--- config.mk ---
export PLATFORM = sky130hd
export DESIGN_NAME = fir4_avg_out_stage
export DESIGN_NICKNAME = d
export VERILOG_FILES = /design/src/rtl/fir4_avg_out_stage.sv
export SDC_FILE = /design/constraint.sdc
export NUM_CORES = 1
export LEC_CHECK = 0
export ABC_AREA = 1
export CAP_MARGIN = 20
export CORE_MARGIN = 5
export CORE_UTILIZATION = 49
export CTS_CLUSTER_DIAMETER = 40
export DETAILED_ROUTE_END_ITERATION = 8
export PLACE_DENSITY = 0.76
export SYNTH_ARGS = -nofsm -noshare
export SYNTH_HDL_FRONTEND = slang
export SYNTH_SLANG_ARGS = --single-unit
--- constraint.sdc ---
create_clock -name clk -period 1.85 [get_ports clk]
set_clock_uncertainty 0.15 [all_clocks]
set_input_delay 0.2775 -clock clk [delete_from_list [all_inputs] [get_ports clk]]
set_output_delay 0.2775 -clock clk [all_outputs]
set_load 0.05 [all_outputs]
--- src/rtl/fir4_avg_out_stage.sv ---
// fir4_avg_out_stage: output stage behind the 4-tap unsigned FIR adder.
// The stage discards the warm-up sums and divides each remaining sum by 4,
// either truncating or rounding half up. Results are queued in a small FIFO
// and presented on a valid/ready master port. The stage counts samples it
// drops because the FIFO is full.
module fir4_avg_out_stage #(
  parameter int W      = 16,
  parameter int DEPTH  = 4,
  parameter int WARMUP = 4,
  parameter int RND    = 1
) (
  input  logic                     clk,
  input  logic                     reset,
  input  logic                     in_valid,
  input  logic [W+1:0]             sum_in,
  output logic                     m_valid,
  input  logic                     m_ready,
  output logic [W-1:0]             m_data,
  output logic [$clog2(DEPTH):0]   level,
  output logic                     ovf,
  input  logic                     ovf_clr,
  output logic [7:0]               drop_cnt
);

  localparam int AW = $clog2(DEPTH);
  localparam int LW = AW + 1;
  // Warm-up counter must hold 0..WARMUP. The count is at least 1 bit wide, so
  // WARMUP=0 still builds.
  localparam int CW = $clog2(WARMUP + 2);
  localparam logic [W+2:0] RND_ADD = (RND != 0) ? (W+3)'(2) : '0;
  localparam logic [W+1:0] SUM_MAX = {{W{1'b1}}, 2'b00};

  logic [CW-1:0] wcnt_q, wcnt_d;
  logic [AW-1:0] wr_ptr_q, wr_ptr_d;
  logic [AW-1:0] rd_ptr_q, rd_ptr_d;
  logic [LW-1:0] level_q, level_d;
  logic          ovf_q, ovf_d;
  logic [7:0]    drop_cnt_q, drop_cnt_d;
  logic [W-1:0]  mem_q [DEPTH];
  logic [W-1:0]  mem_d [DEPTH];

  logic [W+2:0]  avg_full;
  logic          in_warm, eligible, pop, push, drop, full;

  // Average the tap sum. The result is shifted down, so only the low W bits
  // can be non-zero for a legal sum.
  always_comb begin
    avg_full = ({1'b0, sum_in} + RND_ADD) >> 2;
  end

  // Handshake, warm-up qualification and the push/pop/drop decisions.
  always_comb begin
    in_warm  = (wcnt_q < CW'(WARMUP));
    eligible = in_valid && !in_warm;
    full     = (level_q == LW'(DEPTH));
    pop      = (level_q != '0) && m_ready;
    push     = eligible && (!full || pop);
    drop     = eligible && full && !pop;
  end

  // Next-state logic for counters, pointers, FIFO storage and overflow status.
  // NOTE: each _d gets its hold value first, so every path assigns it and no latch is inferred.
  always_comb begin
    wcnt_d     = wcnt_q;
    wr_ptr_d   = wr_ptr_q;
    rd_ptr_d   = rd_ptr_q;
    level_d    = level_q;
    ovf_d      = ovf_q;
    drop_cnt_d = drop_cnt_q;
    mem_d      = mem_q;

    if (in_valid && in_warm) wcnt_d = wcnt_q + CW'(1);

    if (push) begin
      mem_d[wr_ptr_q] = avg_full[W-1:0];
      wr_ptr_d        = wr_ptr_q + AW'(1);
    end
    if (pop) rd_ptr_d = rd_ptr_q + AW'(1);

    if (push && !pop)      level_d = level_q + LW'(1);
    else if (pop && !push) level_d = level_q - LW'(1);

    // A drop in the same cycle as a clear wins and restarts the count at 1.
    if (drop) begin
      ovf_d = 1'b1;
      if (ovf_clr)                   drop_cnt_d = 8'd1;
      else if (drop_cnt_q != 8'hFF)  drop_cnt_d = drop_cnt_q + 8'd1;
    end else if (ovf_clr) begin
      ovf_d      = 1'b0;
      drop_cnt_d = 8'd0;
    end
  end

  // Control registers with synchronous active-high reset.
  // NOTE: sequential blocks use '<=' only; blocking '=' belongs to the always_comb above.
  always_ff @(posedge clk) begin
    if (reset) begin
      wcnt_q     <= '0;
      wr_ptr_q   <= '0;
      rd_ptr_q   <= '0;
      level_q    <= '0;
      ovf_q      <= 1'b0;
      drop_cnt_q <= 8'd0;
    end else begin
      wcnt_q     <= wcnt_d;
      wr_ptr_q   <= wr_ptr_d;
      rd_ptr_q   <= rd_ptr_d;
      level_q    <= level_d;
      ovf_q      <= ovf_d;
      drop_cnt_q <= drop_cnt_d;
    end
  end

  // FIFO storage.
  // NOTE: storage has no reset; level_q == 0 hides stale entries behind m_valid.
  always_ff @(posedge clk) begin
    mem_q <= mem_d;
  end

  assign m_valid  = (level_q != '0);
  assign m_data   = mem_q[rd_ptr_q];
  assign level    = level_q;
  assign ovf      = ovf_q;
  assign drop_cnt = drop_cnt_q;

  // A legal tap sum always averages into W bits.
  avg_fits_a: assert property (@(posedge clk) disable iff (reset)
    (sum_in <= SUM_MAX) |-> (avg_full[W+2:W] == '0));

endmodule

==> out/metrics.cfg <==
[power]
p_leak_nw=2.04
vdd_drop_max_mv=0.985
seq_power_share=0.364
powerDensity_mw_per_mm2=1110
finalPower_mw=5.89
p_int_mw=3.78
p_switching_mw=2.11
p_comb_frac=0.400
swShare=0.358
pwr-share-clk=0.236

[worst_setup_path]
arrival_ns=1.45
startpoint_type=register
r2r-start=level[1]$_SDFFE_PP0P_
crit_required_ns=1.42
rr_worst_depth=10
cp_slowest_cell=dfxtp_4
worstPathMaxFanout=9
r2r_slack_ns=0.05
criticalPathCategory=register to output port
cp-startpoint=rd_ptr_q[0]$_SDFFE_PP0P_
worst_setup_path_end_kind=output port
critPathCapture=m_data[9]
r2r-end=level[2]$_SDFFE_PP0P_
max_stage_delay_ns=0.45
crit_chain=inv_8 > clkbuf_16 > o21ai_1 > o22ai_2 > buf_6

[status]
violations=negative setup slack
outcome=finished with violations

[logic_synthesis]
synth_cell_types=28
synth-seq-cells=83
syn_nets=376
synth_top_area_share=0.518
ys_warn_count=0
ys_seq_area_frac=0.621
avgSynthCellArea_um2=10.8
syn_area_mm2=0.00371
netlist_top_cells_area=edfxtp_1, dfxtp_1, o21ai_0
synth_area_leader_cell=edfxtp_1
synth_cells=344

[sta]
fmaxAchievable_mhz=532
slew_headroom=0.790
hold_violations=0
period_share=1.02
finalCriticalPeriod_ns=1.88
setup_violations=13
slew_violations=0
rsz0062_at_grt=yes
worstMarginPinSlew_ns=0.314
final.setup.tns_ns=-0.146
fin_ws_ns=-0.0308
hold_slack_ns=0.353

[global_route]
grt_usage=0.197
grt_max_degree=20
grt_pass1_wl_um=14400
first_global_vias=2907
grt_overflow=0
antenna_found_initial=0

[floorplanning]
dieHeight_um=97.0
coreArea_mm2=0.00733
start_util=0.506
die_area_mm2=0.00941
rows=31
pin_count=52
die_x_um=97.0

[route]
wl_per_cell_um=16.8
drt_first_pass_iters=5
vias=2936
finalWirelength_um=9300
antenna_left=0
drt_iter0_drc=167
drc_errors=0
via_per_inst=5.30

[cells_and_area]
syn2layout_area_growth_pct=42.5
diodes=0
utilization=0.721
layout_commonest_cell=edfxtp_1
finalNetCount=482
layout_common_cells=edfxtp_1, buf_4, nor2_1, inv_1, nand2_1
drive_above_1_share=0.404
fillers=510

[cts]
tritoncts=yes
numCtsBuffers=9
path_clk_slew_ns=0.08
root_buffer=clkbuf_8
clock_latency_ns=0.35
cts_hold_buffers=0
clock-sinks=83
ctsLongestPathBuffers=2
htreeDepth=3

[flow_run]
maxCapViolations=0

[place]
pre_cts_slack_ns=-0.401
routabilityCongestion=0.872
io_buffers=50
dp_hpwl_um=5870

[worst_hold_path]
hp-class=register to register

-- power by group through the flow --
stage / logic (mW) / registers (mW) / clock network [mW]
after CTS: 2.19 / 2.12 / 1.41
after floorplan: 1.13 / 2.24 / 0
after global routing: 2.49 / 2.15 / 1.49
after global placement: 1.87 / 2.15 / 0
after detailed placement: 1.91 / 2.15 / 0
final: 2.36 / 2.14 / 1.39
-- cell families (layout without fill, tap and decap cells) --
family | Yosys count | after routing | share of synthesized area
flip-flops | 83 | 83 | 0.621
XOR/XNOR | 18 | 18 | 0.0425
adder cells (fa/ha/maj) | 9 | 9 | 0.0324
AND/OR/NAND/NOR | 115 | 115 | 0.150
buffers and inverters | 43 | 154 | 0.0459
AO/OA/AOI/OAI | 76 | 76 | 0.109
-- registers in the layout (all words and copies together) (netlist names) --
signal,flops
level,3
wr_ptr_q,2
mem_q,64
ovf,1
rd_ptr_q,2
drop_cnt,8
wcnt_q,3
-- critical path, delay by kind of cell (launching register included) --
kind            cells  cell delay [ns]
flops               1             0.45
buf+inv             3             0.40
compound gates      2             0.25
-- metal layers --
metal / global-route usage / vias to the layer above / share of wire
li1: - / 1408 / -
met4: 0.0950 / 0 / 0.014
met5: 0 / - / 0
met3: 0.0345 / 10 / 0.051
met1: 0.244 / 1409 / 0.42
met2: 0.332 / 109 / 0.51
-- layout make-up --
cell class | count | area (µm²) | area share
multi-input combinational | 218 | 1500 | 0.283
tap | 99 | 124 | 0.0234
clock inverter | 5 | 77.6 | 0.0147
sequential | 83 | 2320 | 0.439
clock buffer | 11 | 131 | 0.0249
inverter | 33 | 136 | 0.0258
timing repair buffer | 105 | 1000 | 0.189
-- synth_stat cells --
cell type / n
edfxtp_1: 64
nor2_1: 48
o21ai_0: 41
inv_1: 31
nand2_1: 29
dfxtp_1: 19
o22ai_1: 16
a21oi_1: 13
nand3_1: 13
xor2_1: 13
ha_1: 8
nor2_2: 7
buf_2: 6
o21ai_1: 5
xnor2_1: 5
nand2_2: 4
clkbuf_1: 3
nand3_2: 3
nand4_1: 3
nor2_4: 3
inv_2: 2
nand2_4: 2
clkbuf_2: 1
fa_1: 1
nand3_4: 1
nor3_1: 1
o21bai_1: 1
or2_2: 1
-- repair_timing --
item,in CTS,in global routing
setup endpoints to repair,17,22
setup buffers,1,2
cloned,3,2
pin swaps,4,14
resized for setup,52,46
-- stage by stage --
stage | area (µm²) | instances
2_1_floorplan | 3860 | 344
3_3_place_gp | 4750 | 531
3_5_place_dp | 4750 | 531
5_1_grt | 5290 | 554
6_report | 5290 | 554
4_1_cts | 5130 | 551
-- how the worst min path moves through the flow --
stage / startpoint / cells past startpoint / to
final: ovf$_SDFFE_PP0P_ / 2 / ovf$_SDFFE_PP0P_
after global routing: ovf$_SDFFE_PP0P_ / 2 / ovf$_SDFFE_PP0P_
after CTS: ovf$_SDFFE_PP0P_ / 2 / ovf$_SDFFE_PP0P_
after detailed placement: ovf$_SDFFE_PP0P_ / 2 / ovf$_SDFFE_PP0P_
after global placement: ovf$_SDFFE_PP0P_ / 2 / ovf$_SDFFE_PP0P_
after floorplan: reset / 1 / drop_cnt[2]$_SDFFE_PP0P_
Power figures use the tool's default switching activity.
